$ cat src/rtl/seq_detector_param.sv
// Serial pattern detector: programmable pattern, length and overlap mode,
// build-time Mealy/Moore match output and a saturating match counter.
module seq_detector_param #(
  parameter int                 MAX_LEN         = 8,
  parameter logic [MAX_LEN-1:0] DEFAULT_PATTERN = MAX_LEN'(8'b0000_0101),
  parameter int                 DEFAULT_LEN     = 3,
  parameter int                 MEALY           = 1,
  parameter int                 CNT_W           = 8,
  localparam int                LEN_W           = $clog2(MAX_LEN + 1)
) (
  input  logic               clk,
  input  logic               rst,
  input  logic               en,
  input  logic               din,
  input  logic               cfg_load,
  input  logic [MAX_LEN-1:0] cfg_pattern,
  input  logic [LEN_W-1:0]   cfg_len,
  input  logic               cfg_overlap,
  input  logic               clr_count,
  output logic               match,
  output logic [CNT_W-1:0]   match_count
);

  localparam logic [LEN_W-1:0] LEN_MAX = LEN_W'(MAX_LEN);

  // The oldest history bit is shifted out before it can ever be compared,
  // so only MAX_LEN-1 past samples are kept.
  logic [MAX_LEN-2:0] hist;
  logic [MAX_LEN-1:0] pat;
  logic [MAX_LEN-1:0] cand;
  logic [MAX_LEN-1:0] mask;
  logic [LEN_W-1:0]   fill;
  logic [LEN_W-1:0]   len;
  logic [LEN_W:0]     fill_inc;
  logic [LEN_W-1:0]   len_clamped;
  logic               overlap;
  logic               hit;

  assign cand     = {hist, din};
  assign fill_inc = {1'b0, fill} + (LEN_W + 1)'(1);

  always_comb begin
    mask = '0;
    for (int i = 0; i < MAX_LEN; i++) begin
      mask[i] = (LEN_W'(i) < len);
    end
  end

  always_comb begin
    len_clamped = cfg_len;
    if (cfg_len == '0) begin
      len_clamped = LEN_W'(1);
    end else if (cfg_len > LEN_MAX) begin
      len_clamped = LEN_MAX;
    end
  end

  assign hit = en & ~cfg_load & (fill_inc >= {1'b0, len})
             & (((cand ^ pat) & mask) == '0);

  always_ff @(posedge clk or negedge rst) begin
    if (!rst) begin
      hist    <= '0;
      fill    <= '0;
      pat     <= DEFAULT_PATTERN;
      len     <= LEN_W'(DEFAULT_LEN);
      overlap <= 1'b1;
    end else if (cfg_load) begin
      hist    <= '0;
      fill    <= '0;
      pat     <= cfg_pattern;
      len     <= len_clamped;
      overlap <= cfg_overlap;
    end else if (en) begin
      hist <= cand[MAX_LEN-2:0];
      if (hit && !overlap) begin
        fill <= '0;
      end else if (fill != LEN_MAX) begin
        fill <= fill + LEN_W'(1);
      end
    end
  end

  always_ff @(posedge clk or negedge rst) begin
    if (!rst) begin
      match_count <= '0;
    end else if (clr_count) begin
      match_count <= '0;
    end else if (hit && (match_count != '1)) begin
      match_count <= match_count + CNT_W'(1);
    end
  end

  generate
    if (MEALY != 0) begin : g_mealy
      assign match = hit;
    end else begin : g_moore
      logic match_q;
      always_ff @(posedge clk or negedge rst) begin
        if (!rst) begin
          match_q <= 1'b0;
        end else begin
          match_q <= hit;
        end
      end
      assign match = match_q;
    end
  endgenerate

endmodule

$ cat config.mk
export PLATFORM = sky130hd
export DESIGN_NAME = seq_detector_param
export DESIGN_NICKNAME = d
export VERILOG_FILES = /design/src/rtl/seq_detector_param.sv
export SDC_FILE = /design/constraint.sdc
export NUM_CORES = 1
export LEC_CHECK = 0
export ABC_AREA = 1
export CAP_MARGIN = 25
export CORE_MARGIN = 5
export CORE_UTILIZATION = 49
export CTS_CLUSTER_DIAMETER = 120
export DETAILED_ROUTE_END_ITERATION = 7
export PLACE_DENSITY = 0.76
export SYNTH_ARGS = -nofsm -noshare
export SYNTH_HDL_FRONTEND = slang
export SYNTH_SLANG_ARGS = --single-unit
$ cat constraint.sdc
create_clock -name clk -period 2.1 [get_ports clk]
set_input_delay 0.525 -clock clk [delete_from_list [all_inputs] [get_ports clk]]
set_output_delay 0.525 -clock clk [all_outputs]
set_load 0.005 [all_outputs]
==> metrics list <==
- After floorplanning, the core was divided into 22 placement rows.
* Cell chosen for the clock root: sky130_fd_sc_hd__clkbuf_8
- Post-route cell area: 0.002594 mm^2
- A synthesized cell averages 7.276 um^2.
- Share of flip-flops with an asynchronous set or reset: 100.0%
- At the pin with the least slew margin, the transition time is 0.4012 ns.
* Number of buffers between clock root and the deepest sink: 2
* Setup repair after global routing missed its margin: true
* Maximum fanout encountered on the critical timing path: 4
- Crit path setup slack, layout: -0.3497 ns
- For this block, the via count after detailed routing is 1786.
- The initial utilization of the core area, before any placement, comes to 51.29%.
- CTS HTree Levels: 2
* Final Hold Viols: 0
- Sequential elements use 42.66% of the synthesized area.
- Total GRT Usage: 17.28%
* Maximum number of pins on one net before global-route repair: 33
- Worst hold slack: 0.4956 ns
* Crit path arrival time: 1.92 ns
- The analysis attributes to cell leakage a power of 1.333 nW.
- Die area: 0.005203 mm^2
- Core ar.: 0.003689 mm^2
- TritonCTS created 5 clock buffers.
* Post-layout minimum cycle time: 2.450 ns
- The synthesized design devotes to its leading area cell type 35.71% of total area.
* Total power per unit cell area: 635.6 mW/mm^2
- Critical Path Sink Type: output port
* Commonest cells in the synthesized netlist: sky130_fd_sc_hd__nand2_1, sky130_fd_sc_hd__inv_1, sky130_fd_sc_hd__dfrtp_1, sky130_fd_sc_hd__nand3_1, sky130_fd_sc_hd__nor2_1
- Measured along the y axis, the die boundary spans 72.14 um.
- Hold crit path type: register to register
- Measured on the finished design, the core utilization comes to 70.32%.
- The first global-routing pass estimated 7100 um of wire.
* Port Buffers: 27
- In the final timing run, aggregate negative setup slack is -0.3690 ns.
* CTS tree: done
- Clock-pin slew was measured on the worst setup and hold paths at 0.07 ns.
* Die width: 72.14 um
- Placement Cell Area: 0.002399 mm^2
- The checks that failed: setup timing.
* Type of origin of the critical path: register
- Post-synth top area cell: sky130_fd_sc_hd__dfrtp_1
- After detailed routing, the number of vias per cell comes to 4.853.
* Required @ worst endpoint: 1.57 ns
- Final number of max-transition violations: 0
- The slowest stage of the critical path belongs to the cell sky130_fd_sc_hd__dfrtp_1.
- Routability-driven placement congestion ratio: 0.8717
- Clock net sink count: 32
- Setup violations remaining at the end of the flow were counted as 5.
- Initial DRC Count: 106
- Max-cap violations in this run came to 0.
- The netlist uses 25 different library cells.
- The most numerous cell type found on the critical path is sky130_fd_sc_hd__nand2_1.
- After detailed routing, the number of remaining DRC violations is 0.
* Highest ir drop seen on vdd: 0.0004558 V
- Detailed placement finished with a half-perimeter wire length of 3175 um.
* Cell chain of the critical path: ha_2 -> xor2_2 -> ha_1 -> nand2_1 -> nand2_1 -> nand2_1 -> nand4_1 -> nand2_2 -> nor2_4 -> buf_2
* Seq cells post-synth: 32
* Clock latency reported for the late side of the worst-skew pair: 0.28 ns
- Drt pass-1 iters: 4
* Period utilization: 116.7%
- Most common cell in the synthesized netlist: sky130_fd_sc_hd__nand2_1
* Most common flop cell mapped by yosys: sky130_fd_sc_hd__dfrtp_1
- Slowest Stage Delay on Critical Path: 0.41 ns
- Total number of yosys warnings: 0
- For this design, the CTS-stage hold fixing added 0 buffers.
- Aggregate global routing overflow: 0
- Wire length reported by the detailed router: 4334 um
- By startpoint and endpoint, the worst setup path is classified as register to output port.
- OpenSTA, run right after detailed placement, puts the worst setup slack at -0.5351 ns.
* Count of flip-flops with a built-in enable after synthesis: 0
- Antenna viol nets, final: 0
- In the post-synthesis netlist, the biggest area contributors are sky130_fd_sc_hd__dfrtp_1, sky130_fd_sc_hd__nand2_1, sky130_fd_sc_hd__inv_1, sky130_fd_sc_hd__dfstp_2, sky130_fd_sc_hd__ha_1.
- Ant diodes: 0
- Clock Skews: 0.003640 ns
- Netlist area before placement: 0.001892 mm^2
- The number of global-route vias before repair was 1650.
- Maximum clock rate: 408.2 MHz
- Average wire per cell in the routed design: 11.78 um
* Max transition margin: 73.26%
* Fraction of layout cells with a size suffix above 1: 22.19%
- Gate Count Post-Synth: 260
- The final layout contains 345 nets.
- The area growth from synthesis to layout is 37.10%.
- The number of antenna violations at the first check in global routing came to 0.
* Status: finished, violations left
* Synth Net Count: 286
* IO Count: 28
## path summary, 6_finish.rpt
kind / depth (start not counted) / from / slack, ns / endpoint
worst max register to register: 15 / fill[1] / -0.01 / match_count[5]
worst min-delay path: 2 / overlap / 0.50 / overlap
worst max-delay path: 10 / fill[1] / -0.35 / match
max in group asynchronous: 2 / rst / 1.14 / len[1]
worst min register to register: 2 / overlap / 0.50 / overlap
min in group asynchronous: 2 / rst / 0.64 / hist[4]
## timing repair
action	4_1_cts	5_1_grt
gates cloned	0	0
pin swaps	5	6
gates resized for setup	9	19
buffers inserted	3	1
endpoints found under the setup margin	13	13
## where the power goes
part / internal [W] / leakage [nW] / switching, W
sequential: 0.000663 / 0.411 / 0.0000313
clock: 0.000267 / 0.0455 / 0.000223
combinational: 0.000220 / 0.876 / 0.000244
## registers in the layout, indices dropped and copies added (netlist names)
signal / count
overlap: 1
match_count: 8
len: 4
pat: 8
fill: 4
hist: 7
## metrics by stage
step / power [W] / cells
6_report: 0.001649 / 368
5_1_grt: 0.001738 / 368
4_1_cts: 0.001619 / 368
3_5_place_dp: 0.001109 / 357
3_3_place_gp: 0.001094 / 357
2_1_floorplan: 0.0009312 / 260
## area by class of cell
class / count / area [um^2]
inverters: 48 / 190.2
clock buffers: 8 / 90.09
multi-input cells: 177 / 970.9
well taps: 48 / 60.06
fillers: 316 / 1095
flip-flops and latches: 32 / 807.0
repair buffers: 55 / 475.5
## placed cells by master, fill, tap and decap left out, types with 2 or more instances in the layout
| cell type | instances |
|---|---|
| sky130_fd_sc_hd__a21oi_1 | 3 |
| sky130_fd_sc_hd__buf_4 | 28 |
| sky130_fd_sc_hd__clkbuf_1 | 2 |
| sky130_fd_sc_hd__clkbuf_8 | 6 |
| sky130_fd_sc_hd__clkdlybuf4s50_1 | 26 |
| sky130_fd_sc_hd__dfrtp_1 | 27 |
| sky130_fd_sc_hd__dfstp_2 | 5 |
| sky130_fd_sc_hd__ha_1 | 6 |
| sky130_fd_sc_hd__inv_1 | 43 |
| sky130_fd_sc_hd__inv_2 | 3 |
| sky130_fd_sc_hd__nand2_1 | 83 |
| sky130_fd_sc_hd__nand2_2 | 11 |
| sky130_fd_sc_hd__nand2_8 | 2 |
| sky130_fd_sc_hd__nand3_1 | 11 |
| sky130_fd_sc_hd__nand3_2 | 4 |
| sky130_fd_sc_hd__nand4_1 | 6 |
| sky130_fd_sc_hd__nor2_1 | 14 |
| sky130_fd_sc_hd__nor2_2 | 2 |
| sky130_fd_sc_hd__o21ai_0 | 10 |
| sky130_fd_sc_hd__o21ai_2 | 2 |
| sky130_fd_sc_hd__o22ai_1 | 9 |
| sky130_fd_sc_hd__xor2_1 | 5 |
| sky130_fd_sc_hd__xor2_2 | 2 |
## worst max-delay path: cells and delay by family, from the launching register on
| kind | cells | cell delay (ns) |
|---|---|---|
| flip-flops | 1 | 0.41 |
| AND/OR/NAND/NOR | 6 | 0.47 |
| buffers and inverters | 1 | 0.12 |
| XOR/XNOR | 1 | 0.15 |
| adder cells (fa/ha/maj) | 2 | 0.50 |
## kinds of logic after synthesis
kind of cell / count (synthesis) / synth area share, %
simple gates: 137 / 31.28
buf+inv: 51 / 10.32
flops: 32 / 42.66
compound gates: 26 / 7.870
xor+xnor: 7 / 3.241
fa+ha+maj: 7 / 4.629
## layer usage
| layer | up-vias | GRT usage, % | wire length (um) |
|---|---|---|---|
| li1 | 925 | - | - |
| met1 | 822 | 23.73 | 2080 |
| met2 | 32 | 27.20 | 2026 |
| met3 | 7 | 4.432 | 182 |
| met4 | 0 | 4.384 | 44 |
| met5 | - | 0 | 0 |
(Power assumes the default switching activity.)
